<file path="src/rtl/mc_ctrl_pkg.sv">
// Shared encodings for the multi-cycle MIPS control FSM.
// States 10/11 exist only when MULTI_CYCLE_CTRL_ADDI_EN is defined.
package mc_ctrl_pkg;

  typedef enum logic [3:0] {
    StFetch    = 4'd0,
    StDecode   = 4'd1,
    StMemAddr  = 4'd2,
    StMemRead  = 4'd3,
    StMemWb    = 4'd4,
    StMemWrite = 4'd5,
    StRExec    = 4'd6,
    StRWb      = 4'd7,
    StBranch   = 4'd8,
    StJump     = 4'd9
`ifdef MULTI_CYCLE_CTRL_ADDI_EN
    , StAddiExec = 4'd10,
    StAddiWb   = 4'd11
`endif
  } state_e;

  localparam logic [5:0] OP_RTYPE = 6'b000000;
  localparam logic [5:0] OP_LW    = 6'b100011;
  localparam logic [5:0] OP_SW    = 6'b101011;
  localparam logic [5:0] OP_BEQ   = 6'b000100;
  localparam logic [5:0] OP_J     = 6'b000010;
  localparam logic [5:0] OP_ADDI  = 6'b001000;

  localparam logic [1:0] ALUOP_ADD   = 2'b00;
  localparam logic [1:0] ALUOP_SUB   = 2'b01;
  localparam logic [1:0] ALUOP_FUNCT = 2'b10;

  localparam logic [1:0] SRCB_B      = 2'b00;
  localparam logic [1:0] SRCB_FOUR   = 2'b01;
  localparam logic [1:0] SRCB_IMM    = 2'b10;
  localparam logic [1:0] SRCB_IMM_SH = 2'b11;

  localparam logic [1:0] PCSRC_ALU    = 2'b00;
  localparam logic [1:0] PCSRC_ALUOUT = 2'b01;
  localparam logic [1:0] PCSRC_JUMP   = 2'b10;

endpackage

</file>
<file path="src/rtl/multi_cycle_ctrl.sv">
// Moore control FSM for the multi-cycle MIPS datapath.
// Define MULTI_CYCLE_CTRL_ADDI_EN to add the addi execute/writeback path.
module multi_cycle_ctrl
  import mc_ctrl_pkg::*;
#(
  parameter int unsigned OPW = 6,
  parameter int unsigned SW  = 4
) (
  input  logic           clk,
  input  logic           reset,
  input  logic [OPW-1:0] opcode,
  input  logic           mem_ready,
  output logic [1:0]     alu_op,
  output logic           alu_src_a,
  output logic [1:0]     alu_src_b,
  output logic [1:0]     pc_source,
  output logic           pc_write,
  output logic           pc_write_cond,
  output logic           ior_d,
  output logic           mem_read,
  output logic           mem_write,
  output logic           ir_write,
  output logic           mem_to_reg,
  output logic           reg_dst,
  output logic           reg_write,
  output logic           illegal_op,
  output logic [SW-1:0]  state
);

  state_e r_state;
  state_e w_next;

  always_ff @(posedge clk or posedge reset) begin
    if (reset) r_state <= StFetch;
    else       r_state <= w_next;
  end

  assign state = SW'(r_state);

  always_comb begin
    w_next        = StFetch;
    alu_op        = ALUOP_ADD;
    alu_src_a     = 1'b0;
    alu_src_b     = SRCB_B;
    pc_source     = PCSRC_ALU;
    pc_write      = 1'b0;
    pc_write_cond = 1'b0;
    ior_d         = 1'b0;
    mem_read      = 1'b0;
    mem_write     = 1'b0;
    ir_write      = 1'b0;
    mem_to_reg    = 1'b0;
    reg_dst       = 1'b0;
    reg_write     = 1'b0;
    illegal_op    = 1'b0;
    case (r_state)
      StFetch: begin
        mem_read  = 1'b1;
        alu_src_b = SRCB_FOUR;
        // Reset behaves as FETCH with the handshake held off.
        if (mem_ready && !reset) begin
          ir_write = 1'b1;
          pc_write = 1'b1;
        end
        w_next = mem_ready ? StDecode : StFetch;
      end
      StDecode: begin
        alu_src_b = SRCB_IMM_SH;
        if (opcode == OPW'(OP_RTYPE))                                w_next = StRExec;
        else if (opcode == OPW'(OP_LW) || opcode == OPW'(OP_SW))     w_next = StMemAddr;
        else if (opcode == OPW'(OP_BEQ))                             w_next = StBranch;
        else if (opcode == OPW'(OP_J))                               w_next = StJump;
`ifdef MULTI_CYCLE_CTRL_ADDI_EN
        else if (opcode == OPW'(OP_ADDI))                            w_next = StAddiExec;
`endif
        else                                                         illegal_op = 1'b1;
      end
      StMemAddr: begin
        alu_src_a = 1'b1;
        alu_src_b = SRCB_IMM;
        if (opcode == OPW'(OP_LW))      w_next = StMemRead;
        else if (opcode == OPW'(OP_SW)) w_next = StMemWrite;
      end
      StMemRead: begin
        mem_read = 1'b1;
        ior_d    = 1'b1;
        w_next   = mem_ready ? StMemWb : StMemRead;
      end
      StMemWb: begin
        reg_write  = 1'b1;
        mem_to_reg = 1'b1;
      end
      StMemWrite: begin
        mem_write = 1'b1;
        ior_d     = 1'b1;
        w_next    = mem_ready ? StFetch : StMemWrite;
      end
      StRExec: begin
        alu_src_a = 1'b1;
        alu_op    = ALUOP_FUNCT;
        w_next    = StRWb;
      end
      StRWb: begin
        reg_write = 1'b1;
        reg_dst   = 1'b1;
      end
      StBranch: begin
        alu_src_a     = 1'b1;
        alu_op        = ALUOP_SUB;
        pc_write_cond = 1'b1;
        pc_source     = PCSRC_ALUOUT;
      end
      StJump: begin
        pc_write  = 1'b1;
        pc_source = PCSRC_JUMP;
      end
`ifdef MULTI_CYCLE_CTRL_ADDI_EN
      StAddiExec: begin
        alu_src_a = 1'b1;
        alu_src_b = SRCB_IMM;
        w_next    = StAddiWb;
      end
      StAddiWb: begin
        reg_write = 1'b1;
      end
`endif
      default: w_next = StFetch;
    endcase
  end

endmodule

</file>
<file path="config.mk">
export PLATFORM = sky130hd
export DESIGN_NAME = multi_cycle_ctrl
export DESIGN_NICKNAME = d
export VERILOG_FILES = /design/src/rtl/mc_ctrl_pkg.sv /design/src/rtl/multi_cycle_ctrl.sv
export SDC_FILE = /design/constraint.sdc
export NUM_CORES = 1
export LEC_CHECK = 0
export CORE_MARGIN = 3
export CORE_UTILIZATION = 35
export DETAILED_ROUTE_END_ITERATION = 7
export GPL_TIMING_DRIVEN = 0
export PLACE_DENSITY_LB_ADDON = 0.1
export SLEW_MARGIN = 20
export SYNTH_ARGS = -nofsm -noshare
export SYNTH_HDL_FRONTEND = slang
export SYNTH_SLANG_ARGS = --single-unit
</file>
<file path="constraint.sdc">
create_clock -name clk -period 2.2 [get_ports clk]
set_input_delay 0.22 -clock clk [delete_from_list [all_inputs] [get_ports clk]]
set_output_delay 0.22 -clock clk [all_outputs]
set_load 0.03 [all_outputs]
</file>
# --- Word-level counts from Yosys, hierarchy flattened ---
# Index checks and enable logic that the tools add are counted.
classes:
  eq_ne: 13
  n_mux: 29
  reduce_logical: 9
op_table:
  columns: ["cell", "n"]
  rows:
  - ["4-bit case mux with 6 select lines", 1]
  - ["4-bit by 3-bit equality test with 1-bit output, second input constant", 4]
  - ["1-bit 2-to-1 mux", 16]
  - ["4-bit 2-to-1 mux", 4]
  - ["6-bit equality test, second input constant", 2]
  - ["3-bit 2-to-1 mux", 4]
  - ["4-bit by 2-bit equality test with 1-bit output, second input constant", 2]
  - ["4-bit equality test, second input constant", 2]
  - ["2-bit case mux with 2 select lines", 2]
  - ["6-bit by 2-bit equality test with 1-bit output, second input constant", 1]
  - ["6-bit by 3-bit equality test with 1-bit output, second input constant", 1]
  - ["6-bit zero test", 1]
  - ["2-bit case mux with 3 select lines", 1]
  - ["2-bit OR reduction", 3]
  - ["4-bit by 1-bit equality test with 1-bit output, second input constant", 1]
  - ["4-bit zero test", 1]
  - ["3-bit OR reduction", 1]
  - ["1-bit case mux with 2 select lines", 1]
  - ["1-bit logical AND", 1]
  - ["1-bit zero test", 1]
  - ["1-bit logical OR", 1]
totals:
  regBits: 4
  out_inout_bits: 21
  wordCells: 52

# --- Longest topological paths before layout ---
# Gate-level depths: netlist of run 1.
logic_depth:
  ltp_word: 6
  mapped_depth: 6

# --- Least setup slack after synthesis of run 1 ---
# Ideal clock, no wire load.
synth_path:
  path_kind: "flip-flop to output port"
  start: "reg r_state[3], in the netlist state[3]"
  end: "out pc_write"
  arrival_ns: 2.510
  required_ns: 1.980
  setup_slack_ns: -0.530
  stages_incl_launch_ff: 6
  n_path_buf: 2
  path_cell_list: "dfrtp_1 -> buf_6 -> or2_1 -> buf_6 -> nor4b_1 -> or2_1"
synth_between:
  elab_chain_cells: 2
synth_rtl:
  columns: ["element", "line_no", "rtl"]
  rows:
  - ["from (decl)", "multi_cycle_ctrl.sv:30", "state_e r_state;"]
  - ["from (signal assigned)", "multi_cycle_ctrl.sv:34", "if (reset) r_state <= StFetch;"]
  - ["from (signal assigned)", "multi_cycle_ctrl.sv:35", "else r_state <= w_next;"]
  - ["4-bit equality test or 4-bit zero test (tied branches)", "multi_cycle_ctrl.sv:56", "case (r_state)"]
  - ["1-bit case mux with 2 select lines *", "multi_cycle_ctrl.sv:56", null]
  - ["to (decl)", "multi_cycle_ctrl.sv:17", "output logic pc_write,"]
# Mark *: on every way between the ends. The rest lies on a longest branch, timed or not.

# --- Worst setup path in the final report of run 1 ---
layout_path:
  start: "reg r_state[1], in the netlist state[1]"
  end: "out pc_write"
# Same word-level chain as after synthesis.

==> results of run 1 <==
-- worst max path at each step --
stage,startpoint,end,slack [ns],cells past startpoint
3_5_place_dp,opcode[0],illegal_op,-0.04,5
5_1_grt,state[0],alu_op[1],0.003,4
6_report,state[1],pc_write,0.11,5
3_3_place_gp,opcode[0],illegal_op,-0.05,5
2_1_floorplan,state[3],pc_write,0.14,5
4_1_cts,state[2],ior_d,0.02,4
-- worst max-delay path, stage by stage (launching register included) --
cell             delay (ns)
dfrtp_1                0.36
buf_2                  0.18
or2_2                  0.37
nor4b_4                0.23
or2_1                  0.13
clkdlybuf4s15_1        0.35
-- final cells by class --
class	count	area, um^2
Buffer	7	50.0
Timing Repair Buffer	29	298
Multi-Input combinational cell	55	347
Clock buffer	3	22.5
Sequential cell	4	100
Tap cell	14	17.5
Inverter	3	11.3
Fill cell	106	370
-- stage by stage --
step	total power, W	setup WS, ns	area [um^2]	hold WS (ns)	TNS, ns
after floorplan	0.000160	0.137	507	-0.0139	0
after global placement	0.000217	-0.0500	815	0.501	-0.0500
after detailed placement	0.000218	-0.0445	815	0.517	-0.0445
after CTS	0.000304	0.0231	828	0.276	0
after global routing	0.000319	0.00291	846	0.303	0
final	0.000304	0.111	846	0.271	0
-- cells in the final DEF (no fill, tap or decap), drive strengths merged --
| cell | n |
|---|---|
| nand3 | 1 |
| nor2 | 12 |
| o21ai | 2 |
| a22oi | 1 |
| buf | 5 |
| and3 | 1 |
| a221oi | 1 |
| inv | 3 |
| clkdlybuf4s15 | 1 |
| o41ai | 1 |
| dfrtp | 4 |
| o22ai | 1 |
| nor4 | 1 |
| nor4b | 1 |
| o311ai | 2 |
| xnor2 | 1 |
| dlymetal6s2s | 6 |
| a31oi | 1 |
| nor3b | 2 |
| nand2 | 6 |
| a32oi | 1 |
| a21oi | 3 |
| nand2b | 4 |
| or2 | 3 |
| mux2i | 2 |
| nor3 | 5 |
| mux2 | 1 |
| clkbuf | 5 |
| or3 | 2 |
| clkdlybuf4s50 | 16 |
| dlygate4sd2 | 6 |
-- routing by layer --
| layer | routed length (um) | share of wire [%] |
|---|---|---|
| met1 | 583 | 40 |
| met2 | 730 | 50 |
| met3 | 133 | 9.1 |
| met4 | 6 | 0.41 |
| met5 | 0 | 0 |
-- synth_stat cells --
| cell | count |
|---|---|
| nand2b_1 | 4 |
| buf_2 | 2 |
| nor2_1 | 12 |
| o41ai_2 | 1 |
| and3_1 | 1 |
| o21ai_0 | 2 |
| o311ai_1 | 2 |
| a221oi_1 | 1 |
| nor4_1 | 1 |
| buf_4 | 1 |
| or3_1 | 1 |
| nor3_1 | 5 |
| a21oi_1 | 3 |
| a31oi_1 | 1 |
| xnor2_1 | 1 |
| or3_4 | 1 |
| buf_6 | 2 |
| a22oi_1 | 1 |
| or2_1 | 2 |
| dfrtp_1 | 4 |
| clkbuf_2 | 1 |
| mux2_2 | 1 |
| nand2_1 | 6 |
| nor4b_1 | 1 |
| nor3b_1 | 2 |
| mux2i_1 | 2 |
| or2_2 | 1 |
| inv_1 | 3 |
| nand3_1 | 1 |
| o22ai_1 | 1 |
| a32oi_1 | 1 |
| clkbuf_1 | 1 |
-- kinds of logic (layout without fill, tap and decap cells) --
group	Yosys count	in the layout
compound gates	13	13
flops	4	4
xor+xnor	1	1
buf+inv	10	42
mux	3	3
simple gates	38	38
-- repair_timing --
item | 4_1_cts | 5_1_grt
gates resized for setup | 7 | 9
setup endpoints to repair | 7 | 10
hold buffers | 0 | 0
-- power by group through the flow --
stage | clock, W | sequential (W) | combinational, W
2_1_floorplan | 0 | 0.0000845 | 0.0000753
3_3_place_gp | 0 | 0.0000788 | 0.000138
3_5_place_dp | 0 | 0.0000791 | 0.000139
4_1_cts | 0.0000906 | 0.0000783 | 0.000135
5_1_grt | 0.0000968 | 0.0000787 | 0.000144
6_report | 0.0000916 | 0.0000781 | 0.000134
==> impl_metrics.ini, run 1 <==
[status]
status = finished clean

[timing]
rsz0062_at_grt = no
final.min_clock_period_ns = 2.09
slew_headroom_pct = 78.2
drv_slew = 0
min_period_over_period_pct = 95.0
worst_slew_pin_slew_ns = 0.322
fmax_mhz = 479
setup_violations = 0
finClkSkew_ns = 0.00449
hold_viol = 0

[clock_tree]
post-cts-setup-buffer-count = 0
cts_max_path_buffers = 2
cts_sinks = 4
cts_tree = done
clk_pin_slew_ns = 0.04
clkLatencyLatePin_ns = 0.24
cts_buffers = 3
cts-htree-levels = 1
root_buffer = clkbuf_4

[logic_synthesis]
syn_inst = 69
synthXorXnorAreaFrac_pct = 1.78
ys_ff_latch = 4
yosysTopAreaCell = dfrtp_1
syn_area_um2 = 492
synth_fp_nets = 78
synth_area_per_cell_um2 = 7.13
synth_top_family_by_area = simple AND/OR/NAND/NOR gates
ys_types = 32
yosysSeqAreaShare_pct = 20.4
synth_compound_area_share_pct = 19.6
synth_warnings = 0
synth_mux_area_share_pct = 6.36
yosysTopAreaCellShare_pct = 20.4
synthAdderAreaFrac_pct = 0
yosys.area_share.simple_pct = 39.7
synthTopCellsByArea = dfrtp_1 (20%), nor2_1 (9.2%), nand2b_1 (5.1%)

[drt]
num_vias = 624
drt_iter0_markers = 24
final_antenna_net_count = 0
post-route-drc-count = 0
detail_route.wl_per_cell_um = 12.6
drt-total-wl_um = 1450
dr.pass1.iters = 4
via_per_inst = 5.43

[power_and_ir_drop]
p_switching_w = 0.000109
total_leakage_power_nw = 0.455
combPwrFrac_pct = 44.2
switching_share_pct = 35.7
powerDensity_mw_per_mm2 = 359
ir_drop_uv = 220
internal-power_w = 0.000195
pwr-share-seq_pct = 25.7
pwr-share-clk_pct = 30.1

[worst_setup_path]
criticalPathCategory = reg -> out
required_ns = 1.98
critPathMaxFanout = 10
r2r_cells = 5
worst_r2r_endpoint = state[0]
cp.arrival_ns = 1.87
critPathLaunchType = flip-flop
reg2reg_from = state[1]
ff2ff_setup_slack_ns = 0.52
end_kind = output pin

[global_routing]
top_usage_layer = met2
grt_usage_pct = 16.4
grt_pass1_vias = 537
grt_max_degree = 11
use_met3_pct = 2.90
antenna_found_initial = 0
grt.overflow.total = 0
grt_pass1_wl_um = 2380
met1_usage_pct = 22.7
grt_use_met2_pct = 23.9

[die]
dieArea_mm2 = 0.00189
fp-row-count = 12
io_pins = 30
initial_utilization_pct = 40.4
core_area_mm2 = 0.00122
die_h_um = 43.5
die_width_um = 43.5

[cells_and_area]
area_delta_synth_final_pct = 72.0
insertedDiodeCount = 0
final_cells = 115
drive_above_1_share_pct = 14.9
largest_reg_flops = 4
nNetsFinal = 112
utilization_pct = 69.5

[place]
hpwl_um = 1070
dp.cells = 112
portBuffers = 29
gp_congestion = 0.849

[hold_path]
hp-class = in -> async

[run]
max_cap_viol_count = 0
Power figures use the tool's default switching activity.
==> run 2, diff against run 1 <==
--- a/config.mk
+++ b/config.mk
@@ -7,6 +7,7 @@
 export LEC_CHECK = 0
 export CORE_MARGIN = 3
 export CORE_UTILIZATION = 35
+export CTS_CLUSTER_DIAMETER = 150
 export DETAILED_ROUTE_END_ITERATION = 7
 export GPL_TIMING_DRIVEN = 0
 export PLACE_DENSITY_LB_ADDON = 0.1
==> results of run 2 <==
Final layout, timing and power as in run 1 (identical DEF).
